<file path="src/rtl/mio_bus_ctrl.sv">
// mio_bus_ctrl: registered memory-mapped I/O bus controller.
// Decodes an address field into a one-hot slave select, runs a req/ack
// handshake with the selected slave, and bounds each access with a timeout.
// Unmapped regions and silent slaves complete with cpu_err=1 and zero data.
module mio_bus_ctrl #(
   parameter int NUM_SLAVES = 6,
   parameter int DATA_W     = 32,
   parameter int ADDR_W     = 32,
   parameter int SEL_HI     = 31,
   parameter int SEL_LO     = 28,
   parameter logic [NUM_SLAVES*(SEL_HI-SEL_LO+1)-1:0] SLV_REGION =
      {4'hc, 4'hd, 4'hf, 4'he, 4'h1, 4'h0},
   parameter int TIMEOUT    = 15
) (
   input  logic                         clk,
   input  logic                         rst_n,
   input  logic                         cpu_req,
   input  logic                         cpu_we,
   input  logic [ADDR_W-1:0]            cpu_addr,
   input  logic [DATA_W-1:0]            cpu_wdata,
   input  logic [DATA_W/8-1:0]          cpu_be,
   output logic [DATA_W-1:0]            cpu_rdata,
   output logic                         cpu_ready,
   output logic                         cpu_err,
   output logic [NUM_SLAVES-1:0]        slv_sel,
   output logic                         slv_we,
   output logic [ADDR_W-1:0]            slv_addr,
   output logic [DATA_W-1:0]            slv_wdata,
   output logic [DATA_W/8-1:0]          slv_be,
   input  logic [NUM_SLAVES*DATA_W-1:0] slv_rdata,
   input  logic [NUM_SLAVES-1:0]        slv_ack
);

   localparam int RW    = SEL_HI - SEL_LO + 1;
   localparam int BE_W  = DATA_W / 8;
   localparam int CNT_W = (TIMEOUT < 1) ? 1 : $clog2(TIMEOUT + 1);
   localparam logic [CNT_W-1:0] CNT_MAX = CNT_W'(TIMEOUT);

   typedef enum logic [1:0] {
      IDLE   = 2'd0,
      ACCESS = 2'd1,
      RESP   = 2'd2
   } state_t;

   state_t                  state;
   state_t                  state_nx;
   logic [CNT_W-1:0]        cnt;
   logic [CNT_W-1:0]        cnt_nx;

   logic [NUM_SLAVES-1:0]   sel_nx;
   logic                    we_nx;
   logic [ADDR_W-1:0]       addr_nx;
   logic [DATA_W-1:0]       wdata_nx;
   logic [BE_W-1:0]         be_nx;
   logic [DATA_W-1:0]       rdata_nx;
   logic                    err_nx;
   logic                    ready_nx;

   logic                    hit;
   logic [NUM_SLAVES-1:0]   hit_sel;
   logic                    ack_sel;
   logic [DATA_W-1:0]       rdata_sel;

   // Region decode: first (lowest-index) slave whose code matches the field wins.
   always_comb begin
      hit     = 1'b0;
      hit_sel = '0;
      for (int i = 0; i < NUM_SLAVES; i++) begin
         if (!hit && (cpu_addr[SEL_HI:SEL_LO] == SLV_REGION[i*RW +: RW])) begin
            hit        = 1'b1;
            hit_sel[i] = 1'b1;
         end
      end
   end

   // Response mux: only the currently selected slave's ack and data are seen.
   always_comb begin
      ack_sel   = |(slv_ack & slv_sel);
      rdata_sel = '0;
      for (int i = 0; i < NUM_SLAVES; i++) begin
         if (slv_sel[i]) begin
            rdata_sel = rdata_sel | slv_rdata[i*DATA_W +: DATA_W];
         end
      end
   end

   // Next-state and next-output logic; every register holds unless changed.
   always_comb begin
      state_nx = state;
      cnt_nx   = cnt;
      sel_nx   = slv_sel;
      we_nx    = slv_we;
      addr_nx  = slv_addr;
      wdata_nx = slv_wdata;
      be_nx    = slv_be;
      rdata_nx = cpu_rdata;
      err_nx   = cpu_err;
      ready_nx = 1'b0;

      case (state)
         IDLE: begin
            if (cpu_req) begin
               we_nx    = cpu_we;
               addr_nx  = cpu_addr;
               wdata_nx = cpu_wdata;
               be_nx    = cpu_be;
               if (hit) begin
                  sel_nx   = hit_sel;
                  cnt_nx   = '0;
                  state_nx = ACCESS;
               end else begin
                  rdata_nx = '0;
                  err_nx   = 1'b1;
                  ready_nx = 1'b1;
                  state_nx = RESP;
               end
            end
         end

         ACCESS: begin
            if (ack_sel) begin
               // Writes return zero so stale slave data never leaks to the CPU.
               rdata_nx = slv_we ? '0 : rdata_sel;
               err_nx   = 1'b0;
               ready_nx = 1'b1;
               sel_nx   = '0;
               state_nx = RESP;
            end else if (cnt == CNT_MAX) begin
               rdata_nx = '0;
               err_nx   = 1'b1;
               ready_nx = 1'b1;
               sel_nx   = '0;
               state_nx = RESP;
            end else begin
               cnt_nx = cnt + CNT_W'(1);
            end
         end

         RESP: begin
            state_nx = IDLE;
         end

         default: begin
            state_nx = IDLE;
            sel_nx   = '0;
         end
      endcase
   end

   // State and output registers; all outputs come straight from flops.
   always_ff @(posedge clk) begin
      if (!rst_n) begin
         state     <= IDLE;
         cnt       <= '0;
         slv_sel   <= '0;
         slv_we    <= 1'b0;
         slv_addr  <= '0;
         slv_wdata <= '0;
         slv_be    <= '0;
         cpu_rdata <= '0;
         cpu_err   <= 1'b0;
         cpu_ready <= 1'b0;
      end else begin
         state     <= state_nx;
         cnt       <= cnt_nx;
         slv_sel   <= sel_nx;
         slv_we    <= we_nx;
         slv_addr  <= addr_nx;
         slv_wdata <= wdata_nx;
         slv_be    <= be_nx;
         cpu_rdata <= rdata_nx;
         cpu_err   <= err_nx;
         cpu_ready <= ready_nx;
      end
   end

endmodule

</file>
<file path="config.mk">
export PLATFORM = sky130hd
export DESIGN_NAME = mio_bus_ctrl
export DESIGN_NICKNAME = d
export VERILOG_FILES = /design/src/rtl/mio_bus_ctrl.sv
export SDC_FILE = /design/constraint.sdc
export NUM_CORES = 1
export LEC_CHECK = 0
export ABC_CLOCK_PERIOD_IN_PS = 1500
export CORE_AREA = 2 2 146 148
export DETAILED_ROUTE_END_ITERATION = 10
export DIE_AREA = 0 0 148 150
export GPL_ROUTABILITY_DRIVEN = 0
export PLACE_DENSITY = 0.62
export SKIP_CTS_REPAIR_TIMING = 1
export SYNTH_ARGS = -nofsm -noshare
export SYNTH_HDL_FRONTEND = slang
export SYNTH_SLANG_ARGS = --single-unit
</file>
<file path="constraint.sdc">
create_clock -name clk -period 1.5 [get_ports clk]
set_clock_uncertainty 0.1 [all_clocks]
set_input_delay 0.225 -clock clk [delete_from_list [all_inputs] [get_ports clk]]
set_output_delay 0.225 -clock clk [all_outputs]
set_load 0.01 [all_outputs]
</file>
# Word level (Yosys, flattened, before mapping)
# Index checks and enable logic that the tools add are counted.
[totals] regBits=115 output_inout_bits=109 input_bits=270 wordCells=99
[op_classes] mux=48 add_sub_neg=1 eq_ne=14 bitwise=7 reduce_logical=19
[op_table] operator="32-bit two-way mux" n=11
[op_table] operator="32-bit OR" n=5
[op_table] operator="32-bit case mux with 2 select lines" n=1
[op_table] operator="6-bit two-way mux" n=4
[op_table] operator="4-bit equality test (second input constant)" n=5
[op_table] operator="1-bit two-way mux" n=19
[op_table] operator="6-bit case mux with 3 select lines" n=1
[op_table] operator="4-bit two-way mux" n=4
[op_table] operator="2-bit inequality test (second input constant)" n=5
[op_table] operator="2-bit two-way mux" n=4
[op_table] operator="4-bit case mux with 2 select lines" n=1
[op_table] operator="4-bit AND reduction" n=2
[op_table] operator="6-bit bitwise AND" n=1
[op_table] operator="6-bit OR reduction" n=1
[op_table] operator="1-bit logical AND" n=5
[op_table] operator="1-bit logical NOT" n=5
[op_table] operator="5-bit AND reduction" n=1
[op_table] operator="4-bit by 1-bit adder with 4-bit output (second input constant)" n=1
[op_table] operator="4-bit by 1-bit equality test with 1-bit output (second input constant)" n=1
[op_table] operator="4-bit logical NOT" n=1
[op_table] operator="1-bit case mux with 2 select lines" n=2
[op_table] operator="2-bit case mux with 2 select lines" n=1
[op_table] operator="2-bit AND reduction" n=2
[op_table] operator="3-bit inequality test (second input constant)" n=1
[op_table] operator="5 further kinds" n=5

# Longest topological paths before layout
[logic_depth] ltp_word=20 ltp_mapped=7 ltp_nobuf=5

# Least setup slack after synthesis
# No wires, ideal clock.
[synth_path] path_type="flip-flop to flip-flop" from="register slv_sel[2]" to="register cpu_rdata[0]" path_buffers=2 path_slack_ns=-0.133 t_required_ns=1.341 path_stages_with_launch=7 arrival_ns=1.474 setup_ns=0.059 period_less_slack_ns=1.633 cell_sequence="dfxtp_1 > buf_2 > a22oi_4 > and3_1 > nor4_4 > buf_2 > a22o_1"
[synth_between] elab_chain_len=10 elab_cells_between_ends=14 classes_between="eq/ne (1); mux (7); bitwise (4); reduce/logical (2)"
[synth_lines] item="from (decl)" line_no="25" rtl="output logic [NUM_SLAVES-1:0] slv_sel,"
[synth_lines] item="from (signal assigned)" line_no="166" rtl="slv_sel <= sel_nx;"
[synth_lines] item="32-bit two-way mux" line_no="81" rtl="if (slv_sel[i]) begin"
[synth_lines] item="32-bit OR" line_no="82" rtl="rdata_sel = rdata_sel | slv_rdata[i*DATA_W +: DATA_W];"
[synth_lines] item="32-bit two-way mux" line_no="81"
[synth_lines] item="32-bit OR" line_no="82"
[synth_lines] item="32-bit two-way mux" line_no="81"
[synth_lines] item="32-bit OR" line_no="82"
[synth_lines] item="32-bit two-way mux" line_no="81"
[synth_lines] item="32-bit two-way mux" line_no="123" rtl="rdata_nx = slv_we ? '0 : rdata_sel;"
[synth_lines] item="32-bit two-way mux" line_no="121" rtl="if (ack_sel) begin"
[synth_lines] item="32-bit case mux with 2 select lines" line_no="100" rtl="case (state)"
[synth_lines] item="to (signal assigned)" line_no="171" rtl="cpu_rdata <= rdata_nx;"
[synth_lines] item="to (decl)" line_no="22" rtl="output logic [DATA_W-1:0] cpu_rdata,"
# Several ways; a longest one is shown, not always the timed one.
# A chain may end at the register's enable or synchronous reset.

# Final worst setup path
[layout_path] from="register slv_sel[1]" to="register slv_sel[3]"
[layout_between] elab_chain_len=4 elab_cells_between_ends=6 classes_between="eq/ne (1); mux (2); bitwise (1); reduce/logical (2)"
[layout_lines] item="6-bit bitwise AND (*)" line_no="78" rtl="ack_sel = |(slv_ack & slv_sel);"
[layout_lines] item="6-bit OR reduction (*)" line_no="78"
[layout_lines] item="3-bit inequality test (no source line) / 6-bit two-way mux (equally long branches)"
[layout_lines] item="4-bit AND reduction (no source line) / 6-bit case mux with 3 select lines (equally long branches)"
# Mark *: on every way between the ends. The rest lies on a longest branch, timed or not.

==> run metrics <==
WL met3 2.50 mm; worst vdd ir approximately 700 µV; final setup margin -0.193 ns; Die ar. 22200 µm²; Max Cap Viol 0; HP Start cpu_addr[23]; hold worst-path end slv_addr[23]; CTS root buf clkbuf_16; Crit. End Element flop; EDFF count, synth 0; CP Data Arrival Time roughly 1.9 ns; Total Power about 9 mW; outcome complete, but fails checks; CTS H-tree lvls 4; worst-case reg-to-reg path depth 6; count leader, synth nand2_1; Non-Filler Instances 1317; top sig layer met4; dpl cells between 1k and 1.5k; total wire length approximately 24 mm; leakage power total 5.80 nW; RSZ-0062 raised after global routing true; first-pass GRT wire length roughly 34 mm; # port buffers 378; Simple-Gate Fraction of Synth Area roughly a fifth; CTS tree done; CTS Buf Count 17; First DRT Iteration DRCs about 230; Slew Limit Fails 0; count of different cell masters after synthesis 34; share of layout cells above drive strength 1 13.7%; DRT antenna net count 0; clock sink count 115; Avg WL per Cell 18.6 µm; largest net degree at the start of global routing 56; routed via count between 6k and 7k; Ys Warns 0; minimum clock period about 1.7 ns; mapped cell area 5100 µm²; most frequent cells after synthesis nand2_1, dfxtp_1, a22oi_1; ys flop type dfxtp_1; Slew headroom between 70% and 80%; FF-to-FF Start slv_sel[1]; Fin. Hold Viols 0; clock tree buffer depth 2; Ports 379; fmax approximately 0.59 GHz; Core ar. between 20000 and 25000 µm²; Die Height about 150 µm; P&R area growth vs syn 111%; Synth Register Bits between 100 and 150; largest family of logic cells by synthesized area compound AO/OA/AOI/OAI gates; pwr/cell area around 840 nW/µm²; number of global-route vias before repair 6062; Synth Area in Adders 0.245%; asr flop ratio synth 0%; global route overflow 0; hold crit path type in2reg; die width around 150 µm; Vias/cell 4.77; flop-to-flop setup slack -0.19 ns; row cnt between 50 and 60; final setup fails between 40 and 50; register area share after synthesis 45.2%; DP HPWL around 18 mm; DR WL met2 between 10 and 15 mm; Worst R2R End slv_sel[3]; Fillers between 1.5k and 2k; Worst-Margin Slew about 0.42 ns; Detailed Routing Iterations Pass 1 4; Synth Area per Inst ~8.4 µm²; drt drc 0; Worst-path clk slew roughly 0.06 ns; fin nets 1295; Synth area leader dfxtp_1; M1 WL approximately 9.3 mm; Initial Utilization about a quarter; post-synthesis compound-gate area fraction 29.6%; failing checks setup timing; Worst Path Max Fanout 5; Tcrit/Tclk final 113%; mux contribution to synthesized area between 1 and 1.5%; worst hold stages 3; gr usage total roughly a fifth; cell count after synthesis around 610; Synth top area share between 40% and 50%; clk_lat worst skew 0.41 ns; CP startpoint kind flop; CP required 1.72 ns; Post-Syn Nets ~880; ranking of synthesized cells by area dfxtp_1, a22oi_1, nand2_1; antenna violations before repair 5; post-synthesis xor/xnor area fraction 0%; critical path type reg2reg
-- registers in the layout, summed over array words and instances, names as in the netlist --
register / count
cnt: 4
cpu_err: 1
cpu_rdata: 32
cpu_ready: 1
slv_addr: 32
slv_be: 4
slv_sel: 6
slv_wdata: 32
slv_we: 1
state: 2
-- layout make-up --
type	instances	area (µm²)	area share, %
inverter	3	11.3	0.104
antenna	6	15.0	0.139
sequential	115	2330	21.6
clock buffer	19	443	4.11
tap	275	344	3.19
clock inverter	12	134	1.24
multi-input combinational	435	2660	24.7
timing repair buffer	452	4840	45.0
-- logic make-up after synthesis --
logic type / after synthesis
flops: 115
simple gates: 213
buf+inv: 58
compound gates: 214
fa+ha+maj: 1
mux: 6
-- worst max path at each step --
stage / from / to / slack, ns / cells past startpoint
finish: slv_sel[1] / slv_sel[3] / -0.19 / 6
global route: slv_sel[1] / slv_sel[3] / -0.25 / 6
CTS: slv_sel[2] / slv_sel[2] / -0.64 / 2
detailed placement: slv_ack[2] / cpu_rdata[2] / -0.55 / 6
global placement: slv_ack[0] / cpu_rdata[14] / -0.48 / 6
floorplan: slv_sel[1] / cnt[2] / -0.05 / 5
-- stage by stage --
step	setup WS [ns]	util, %	hold slack (ns)	cell area [µm²]	TNS [ns]
after floorplan	-0.0526	-	0.261	5160	-1.34
after global placement	-0.481	46.0	0.340	9530	-31.67
after detailed placement	-0.555	46.0	0.346	9530	-35.66
after CTS	-0.639	48.8	0.235	10100	-27.54
after global routing	-0.254	52.1	0.242	10800	-9.30
final	-0.193	52.1	0.249	10800	-6.58
-- worst max-delay path, cell delays in order, from the launching register on --
cell     delay, ns
dfxtp_4       0.36
a22oi_4       0.24
buf_6         0.15
nand4_4       0.15
o22ai_4       0.26
buf_12        0.15
mux2i_1       0.19
-- report_power, final --
group	switching, mW	internal, mW
clock network	1.49	2.48
registers	0.0756	3.19
logic	0.675	1.12
-- cells in the final DEF, fill, tap and decap left out, types with 2 or more instances in the layout --
cell type and instances:
buf_4 48, inv_1 2, nor3_1 4, bufinv_16 2, clkdlybuf4s50_1 269, dfxtp_4 5
clkbuf_16 20, or3_1 2, buf_6 10, dlymetal6s2s_1 107, clkinv_2 2, a22oi_1 96
dfxtp_1 106, nand2_1 149, a21oi_1 71, nor2_1 4, a22o_1 32, nand4_4 2
dfxtp_2 4, nand3_1 36, clkinv_4 2, or4_4 2, diode_2 6, a21oi_2 3
clkbuf_2 2, clkinvlp_4 5, mux2i_1 6, and3_4 2, a22oi_4 3, buf_12 12
o21ai_0 3
-- per-layer routing --
layer | vias to the layer above | GRT usage (%)
li1 | 3058 | -
met1 | 2899 | 23.5
met2 | 290 | 32.6
met3 | 38 | 7.07
met4 | 0 | 8.76
met5 | - | 0
Power figures use the tool's default switching activity.
